`src/rtl/ccm_pkg.sv`:
```
// Shared CCM definitions: default field widths and counter-block assembly.
// Used by the CTR keystream pipeline and the CCM-MAC block.
package ccm_pkg;

    localparam int CCM_WIDTH_NONCE = 100;
    localparam int CCM_WIDTH_FLAG  = 8;
    localparam int CCM_WIDTH_COUNT = 20;
    localparam int CCM_WIDTH_KEY   = CCM_WIDTH_FLAG + CCM_WIDTH_NONCE + CCM_WIDTH_COUNT;

    function automatic logic [CCM_WIDTH_KEY-1:0] ccm_block(
        input logic [CCM_WIDTH_FLAG-1:0]  flag,
        input logic [CCM_WIDTH_NONCE-1:0] nonce,
        input logic [CCM_WIDTH_COUNT-1:0] ctr
    );
        return {flag, nonce, ctr};
    endfunction

endpackage

```
`src/rtl/ccm_sync_fifo.sv`:
```
// Fall-through synchronous FIFO: rd_data shows the head entry whenever empty=0.
// Pointers carry one extra wrap bit so full and empty can be told apart.
module ccm_sync_fifo #(
    parameter int WIDTH = 8,
    parameter int DEPTH = 4
) (
    input  logic             clk,
    input  logic             reset,
    input  logic             wr_en,
    input  logic [WIDTH-1:0] wr_data,
    input  logic             rd_en,
    output logic [WIDTH-1:0] rd_data,
    output logic             empty,
    output logic             full
);

    localparam int AW = $clog2(DEPTH);

    logic [AW:0]      wr_ptr;
    logic [AW:0]      rd_ptr;
    logic [WIDTH-1:0] mem [DEPTH];

    always_ff @(posedge clk or negedge reset) begin
        if (!reset) begin
            wr_ptr <= '0;
            rd_ptr <= '0;
        end else begin
            if (wr_en)
                wr_ptr <= wr_ptr + (AW+1)'(1);
            if (rd_en && !empty)
                rd_ptr <= rd_ptr + (AW+1)'(1);
        end
    end

    always_ff @(posedge clk) begin
        if (wr_en)
            mem[wr_ptr[AW-1:0]] <= wr_data;
    end

    assign rd_data = mem[rd_ptr[AW-1:0]];
    assign empty   = (wr_ptr == rd_ptr);
    assign full    = (wr_ptr[AW] != rd_ptr[AW]) && (wr_ptr[AW-1:0] == rd_ptr[AW-1:0]);

endmodule

```
`src/rtl/ccm_ctr_pipe_fake_aes.sv`:
```
// CTR-mode keystream generator: {flag, nonce, ctr} ^ key behind a fixed-latency
// stand-in for the AES core, with credit-based backpressure into an output FIFO.
module ccm_ctr_pipe_fake_aes
    import ccm_pkg::*;
#(
    parameter int T_DLY       = 3,
    parameter int WIDTH_NONCE = CCM_WIDTH_NONCE,
    parameter int WIDTH_FLAG  = CCM_WIDTH_FLAG,
    parameter int WIDTH_COUNT = CCM_WIDTH_COUNT,
    parameter int FIFO_DEPTH  = 4,
    localparam int WIDTH_KEY  = WIDTH_FLAG + WIDTH_NONCE + WIDTH_COUNT
) (
    input  logic                   clk,
    input  logic                   reset,
    input  logic [WIDTH_KEY-1:0]   key_aes,
    input  logic [WIDTH_NONCE-1:0] ccm_ctr_nonce,
    input  logic [WIDTH_FLAG-1:0]  ccm_ctr_flag,
    input  logic [WIDTH_COUNT-1:0] ctr_init,
    input  logic                   load,
    input  logic                   req_valid,
    output logic                   req_ready,
    output logic [WIDTH_KEY-1:0]   ks_data,
    output logic [WIDTH_COUNT-1:0] ks_ctr,
    output logic                   ks_valid,
    input  logic                   ks_ready,
    output logic                   busy,
    output logic                   ctr_wrap
);

    localparam int STAGES = T_DLY - 1;
    localparam int EW     = WIDTH_KEY + WIDTH_COUNT;
    localparam int OC_W   = $clog2(FIFO_DEPTH + 1);
    localparam logic [OC_W-1:0] OC_MAX = OC_W'(FIFO_DEPTH);

    logic [WIDTH_NONCE-1:0] nonce_r;
    logic [WIDTH_FLAG-1:0]  flag_r;
    logic [WIDTH_COUNT-1:0] ctr;
    logic [OC_W-1:0]        oc;

    logic [WIDTH_NONCE-1:0] cur_nonce;
    logic [WIDTH_FLAG-1:0]  cur_flag;
    logic [WIDTH_COUNT-1:0] cur_ctr;
    logic [WIDTH_KEY-1:0]   blk;
    logic                   accept;
    logic                   pop;

    logic          fifo_wr_en;
    logic [EW-1:0] fifo_wr_data;
    logic [EW-1:0] fifo_rd_data;
    logic          fifo_empty;
    logic          fifo_full;

    // A load coinciding with an accept feeds the new fields straight into that block.
    assign cur_nonce = load ? ccm_ctr_nonce : nonce_r;
    assign cur_flag  = load ? ccm_ctr_flag  : flag_r;
    assign cur_ctr   = load ? ctr_init      : ctr;
    assign blk       = {cur_flag, cur_nonce, cur_ctr} ^ key_aes;

    assign req_ready = reset && (oc < OC_MAX);
    assign accept    = req_valid && req_ready;
    assign ks_valid  = !fifo_empty;
    assign pop       = ks_valid && ks_ready;
    assign busy      = (oc != '0);
    assign ks_data   = ks_valid ? fifo_rd_data[EW-1:WIDTH_COUNT] : '0;
    assign ks_ctr    = ks_valid ? fifo_rd_data[WIDTH_COUNT-1:0]  : '0;

    always_ff @(posedge clk or negedge reset) begin
        if (!reset) begin
            nonce_r  <= '0;
            flag_r   <= '0;
            ctr      <= '0;
            ctr_wrap <= 1'b0;
            oc       <= '0;
        end else begin
            if (load) begin
                nonce_r <= ccm_ctr_nonce;
                flag_r  <= ccm_ctr_flag;
            end
            if (accept)
                ctr <= cur_ctr + WIDTH_COUNT'(1);
            else if (load)
                ctr <= ctr_init;
            if (load)
                ctr_wrap <= 1'b0;
            else if (accept && (&ctr))
                ctr_wrap <= 1'b1;
            if (accept && !pop)
                oc <= oc + OC_W'(1);
            else if (pop && !accept)
                oc <= oc - OC_W'(1);
        end
    end

    generate
        if (STAGES == 0) begin : g_direct
            assign fifo_wr_en   = accept;
            assign fifo_wr_data = {blk, cur_ctr};
        end else begin : g_pipe
            logic [STAGES-1:0] pipe_valid;
            logic [EW-1:0]     pipe_entry [STAGES];

            always_ff @(posedge clk or negedge reset) begin
                if (!reset) begin
                    pipe_valid <= '0;
                end else begin
                    pipe_valid[0] <= accept;
                    for (int i = 1; i < STAGES; i++)
                        pipe_valid[i] <= pipe_valid[i-1];
                end
            end

            always_ff @(posedge clk) begin
                pipe_entry[0] <= {blk, cur_ctr};
                for (int i = 1; i < STAGES; i++)
                    pipe_entry[i] <= pipe_entry[i-1];
            end

            assign fifo_wr_en   = pipe_valid[STAGES-1];
            assign fifo_wr_data = pipe_entry[STAGES-1];
        end
    endgenerate

    ccm_sync_fifo #(
        .WIDTH(EW),
        .DEPTH(FIFO_DEPTH)
    ) u_fifo (
        .clk    (clk),
        .reset  (reset),
        .wr_en  (fifo_wr_en),
        .wr_data(fifo_wr_data),
        .rd_en  (pop),
        .rd_data(fifo_rd_data),
        .empty  (fifo_empty),
        .full   (fifo_full)
    );

    // Credits bound pipeline plus FIFO occupancy, so a write never meets a full FIFO.
    a_no_overflow: assert property (@(posedge clk) disable iff (!reset) fifo_wr_en |-> !fifo_full);

endmodule

```
`config.mk`:
```
export PLATFORM = sky130hd
export DESIGN_NAME = ccm_ctr_pipe_fake_aes
export DESIGN_NICKNAME = d
export VERILOG_FILES = /design/src/rtl/ccm_pkg.sv /design/src/rtl/ccm_sync_fifo.sv /design/src/rtl/ccm_ctr_pipe_fake_aes.sv
export SDC_FILE = /design/constraint.sdc
export NUM_CORES = 1
export LEC_CHECK = 0
export CORE_MARGIN = 8
export CORE_UTILIZATION = 55
export DETAILED_ROUTE_END_ITERATION = 7
export PLACE_DENSITY = 0.91
export SLEW_MARGIN = 20
export SYNTH_ARGS = -nofsm -noshare
export SYNTH_HDL_FRONTEND = slang
export SYNTH_SLANG_ARGS = --single-unit
```
`constraint.sdc`:
```
create_clock -name clk -period 5.1 [get_ports clk]
set_input_delay 0.765 -clock clk [delete_from_list [all_inputs] [get_ports clk]]
set_output_delay 0.765 -clock clk [all_outputs]
set_load 0.05 [all_outputs]
```
* Word level (Yosys, flattened, before mapping)
Memory sizes are Yosys's and may differ from the RTL's. Cells that the tools add are included.
Word-level totals: flip-flop bits (word level) 140, RAM bits 888, word-level logic and storage cells 44, memories 2
Memories:
- u_fifo.mem | depth 4, width 148, read ports 1, clocked after Yosys merged registers in 0, wr ports 1, RTL line ccm_sync_fifo.sv:21 | logic [WIDTH-1:0] mem [DEPTH];
- g_pipe.pipe_entry | depth 2, width 148, read ports 2, clocked after Yosys merged registers in 0, wr ports 2, RTL line ccm_ctr_pipe_fake_aes.sv:100 | logic [EW-1:0] pipe_entry [STAGES];
Operators by class: add/subtract/negate cells 5, $lt $le $gt $ge 1, equality and inequality tests 1, mux-type cells 12, bitwise gates (word level) 1, reductions and logical operators 14
Operators with widths (count):
- $mux W128 | 1
- $xor A128 B128 Y128 | 1
- $mux W100 | 1
- $mux W20 | 3
- $add A20 B1 Y20 const B | 1
- $reduce_and A20 Y1 | 1
- $add A3 B1 Y3 const B | 3
- $mux W8 | 1
- $logic_and A1 B1 Y1 | 7
- $mux W3 | 2
- $mux W1 | 4
- $reduce_bool A2 Y1 | 2
- $eq A3 B3 Y1 | 1
- $logic_not A1 Y1 | 3
- $lt A3 B3 Y1 const B | 1
- $reduce_bool A3 Y1 | 1
- $sub A3 B1 Y3 const B | 1

* Longest topological paths before layout
word-level depth 7, mapped depth 12

* Hierarchy
From an unflattened synthesis, not the netlist that was laid out.
Unflattened totals: cell total of the unflattened synthesis 1786, area total of the unflattened synthesis 35361.4 um2
Modules (own cells, without submodules):
- ccm_sync_fifo | instances 1, cells each 817, area an instance 21755.9 um2, seq. area each 17927.2 um2
- ccm_ctr_pipe_fake_aes | instances 1, cells each 969, area an instance 13605.5 um2, seq. area each 9278.9 um2

* Worst setup path before layout
OpenSTA, ideal clock, no wires.
path kind flip-flop to flip-flop, from register u_fifo.wr_ptr[0], to memory u_fifo.mem[0][0] (netlist bit), enable pin, arrival time 4.031 ns, required time 4.575 ns, setup slack 0.544 ns, cell stages (with the launch flop) 4, buffers on the path 0, clock period less this slack 4.556 ns, cell sequence dfrtp_1 > inv_1 > ha_1 > and2_1
RTL lines:
- start, declared | RTL line ccm_sync_fifo.sv:19 | logic [AW:0] wr_ptr;
- start signal, assigned | RTL line ccm_sync_fifo.sv:29 | wr_ptr <= wr_ptr + (AW+1)'(1);
- end, declared | RTL line ccm_sync_fifo.sv:21
Straight into the memory's write port.

* Worst setup path after layout
from register u_fifo.rd_ptr[0], to output port ks_data[59]
On the way: word-level cells in the longest chain between the ends 2
Ends and longest elaborated chain:
- start, declared | RTL line ccm_sync_fifo.sv:20 | logic [AW:0] rd_ptr;
- start signal, assigned | RTL line ccm_sync_fifo.sv:31 | rd_ptr <= rd_ptr + (AW+1)'(1);
- $mem_v2 Z4 W148 or $eq A3 B3 Y1 (tied branches)
- $mux W128 * | RTL line ccm_ctr_pipe_fake_aes.sv:64 | assign ks_data = ks_valid ? fifo_rd_data[EW-1:WIDTH_COUNT] : '0;
- end, declared | RTL line ccm_ctr_pipe_fake_aes.sv:22 | output logic [WIDTH_KEY-1:0] ks_data,
Mark *: on every way between the ends. The rest lies on a longest branch, timed or not.

==> qor.csv <==
metric,value,unit
core_area,63200,um^2
grt_util_met2,37.1,%
synthesis.nets,2048,
synth_area,35200,um^2
synthCells,1779,
slew_headroom,30.9,%
min_period,4.33,ns
dp.cells,2993,
htree_num_levels,3,
power_density,639,nW/um^2
crit_required,4.34,ns
fillers,3715,
grt_use_met1,24.3,%
fin_cells,3175,
grt_usage,20.7,%
insertion_delay,0.63,ns
routabilityCongestion,0.833,
critPathKind,register to output pin,
postLayoutCoreUtil,69.0,%
status,completed,
wl_per_cell,23.8,um
clock.fmax,0.231,GHz
port_buffers,412,
dp_slack,1.31,ns
final_area,43600,um^2
vias,17100,
ios,413,
slew_viol_final,0,
drive_gt1_share,19.5,%
grt_overflow,0,
grt_start_max_net_pins,88,
hold_viol,0,
ys_ff_latch,1028,
max-vdd-ir-drop,0.000397,V
use_met3,4.63,%
post-cts-setup-buffers,0,
area_delta_synth_final,23.8,%
ys_types,39,
nets,2514,
drcViolationCount,0,
dp_hpwl,47500,um
final-seq-area,27200,um^2
die_w,269,um
worstMarginPinSlew,1.04,ns
cap_violations,0,
rsz0062_at_grt,false,
cts-root-buf,clkbuf_16,
die_h,269,um
placed_area,40400,um^2
clock_path_buffers,3,
crit_path_end_kind,output pin,
clock_skew,0.0275,ns
avgSynthCellArea,19.8,um^2
via_per_inst,5.38,
tns,0,ns
hold_ws,0.0665,ns
drtPass1Iterations,5,
yosys_warnings,0,
cts_made_buffers,96,
cts_tree,done,
p_leak,15.6,nW
setup_ws,0.772,ns
crit_fanout,28,
cts.clk_slew.worst_paths,0.06,ns
critPathLaunchType,register,
period_share,84.9,%
rr_worst_depth,11,
num_rows,92,
wirelength,75500,um
grt_pass1_vias,19100,
cts.hold.buffers_added,0,
die_area,72400,um^2
cts_resized,0,
multi_input_area,7620,um^2
cts_num_sinks,1028,
busiest_layer,met2,
grt_antenna_before_repair,2,
cp.arrival,3.56,ns
ant_nets,0,
ys_seq_area_share,77.3,%
total_power,27.9,mW
initial_core_util,55.7,%
finalSetupViolCount,0,
initialDrtViolationCount,1215,
hp-class,input port to async pin,
grt_pass1_wl,114000,um
==> cells in the final DEF (no fill, tap or decap), drive strengths merged, types with 4 or more instances in the layout <==
master / n
and2: 6
buf: 25
bufinv: 6
clkbuf: 130
clkdlybuf4s50: 410
clkinv: 37
dfrtp: 140
dfxtp: 296
edfxtp: 592
ha: 7
inv: 27
mux2: 114
mux2i: 17
mux4: 148
nand2: 12
nand3: 13
nand3b: 4
nand4: 6
nor2: 6
nor2b: 149
o21ai: 6
xnor2: 37
xor2: 120
==> where the power goes <==
part / internal (mW) / total, mW / switching (mW)
Sequential: 9.89 / 10.4 / 0.510
Combinational: 3.72 / 10.3 / 6.59
Clock: 4.11 / 7.14 / 3.03
==> final cells by class <==
class | instances | area share, %
multi-input cells | 662 | 17.5
repair buffers | 435 | 10.1
clock inverters | 51 | 1.10
flip-flops and latches | 1028 | 62.4
clock buffers | 130 | 6.30
well taps | 846 | 2.43
inverters | 22 | 0.189
diodes | 1 | 0.00574
==> synthesized netlist by cell type <==
| cell | number | area [um^2] |
|---|---|---|
| buf_4 | 2 | 15.0 |
| buf_2 | 30 | 150 |
| a21oi_1 | 2 | 10.0 |
| nand2_1 | 11 | 41.3 |
| inv_1 | 22 | 82.6 |
| nand3b_1 | 4 | 30.0 |
| a221oi_2 | 1 | 15.0 |
| nand3_1 | 13 | 65.1 |
| nor3_2 | 1 | 10.0 |
| edfxtp_1 | 592 | 17800 |
| mux4_2 | 148 | 3330 |
| fa_1 | 1 | 20.0 |
| nor3_1 | 1 | 5.00 |
| xor2_1 | 120 | 1050 |
| and2_1 | 6 | 37.5 |
| a31oi_1 | 1 | 6.26 |
| dfrtp_1 | 140 | 3500 |
| a211oi_2 | 1 | 12.5 |
| nand4_1 | 6 | 37.5 |
| nand2_2 | 1 | 6.26 |
| buf_1 | 2 | 7.51 |
| nor2b_1 | 149 | 932 |
| xnor2_1 | 37 | 324 |
| mux2_2 | 114 | 1280 |
| nor4b_2 | 1 | 15.0 |
| nand4b_1 | 2 | 17.5 |
| ha_1 | 7 | 87.6 |
| clkbuf_1 | 31 | 116 |
| nor3b_1 | 1 | 7.51 |
| nor4_1 | 1 | 6.26 |
| nor4_2 | 1 | 12.5 |
| dfxtp_1 | 296 | 5930 |
| nor2_1 | 6 | 22.5 |
| buf_6 | 2 | 22.5 |
| mux2i_1 | 17 | 170 |
| o21ai_0 | 6 | 30.0 |
| and3_1 | 1 | 6.26 |
| or3_1 | 1 | 6.26 |
| nand2b_1 | 1 | 6.26 |
==> path summary, 6_finish.rpt <==
| path | startpoint | end | slack, ns |
|---|---|---|---|
| max | u_fifo.rd_ptr[0] | ks_data[59] | 0.77 |
| min in group clk | g_pipe.pipe_entry[0][41] | g_pipe.pipe_entry[0][189] | 0.32 |
| max reg2reg | u_fifo.rd_ptr[0] | oc[2] | 1.73 |
| min | reset | nonce_r[71] | 0.07 |
| min reg2reg | g_pipe.pipe_entry[0][41] | g_pipe.pipe_entry[0][189] | 0.32 |
| max in group asynchronous | reset | u_fifo.rd_ptr[1] | 3.82 |
==> critical path: stages (launching register included) <==
cell and delay [ns]:
dfrtp_4 0.77, buf_4 0.62, mux4_2 0.60, nor2b_1 0.16, clkdlybuf4s50_1 0.77
==> state kept, by name, indices dropped and copies added, names as in the netlist <==
signal             count
ctr                   20
ctr_wrap               1
flag_r                 8
g_pipe.pipe_entry    296
g_pipe.pipe_valid      2
nonce_r              100
oc                     3
u_fifo.mem           592
u_fifo.rd_ptr          3
u_fifo.wr_ptr          3
==> cells by family after synthesis <==
logic type,share of synthesized area [%]
AOI/OAI and AO/OA,0.210
and+or+nand+nor,3.59
DFF,77.3
xor gates and xnor gates,3.91
muxes,13.6
buffers and inverters,1.12
adders and majority gates,0.306
==> per-layer routing <==
metal | vias up | part of all wire [%] | routed length, um
li1 | 7562 | - | -
met1 | 8782 | 37 | 27800
met2 | 591 | 53 | 40400
met3 | 146 | 6.4 | 4860
met4 | 2 | 3.3 | 2510
met5 | - | 0.017 | 13
No activity file was read; power rests on OpenSTA's default activity.
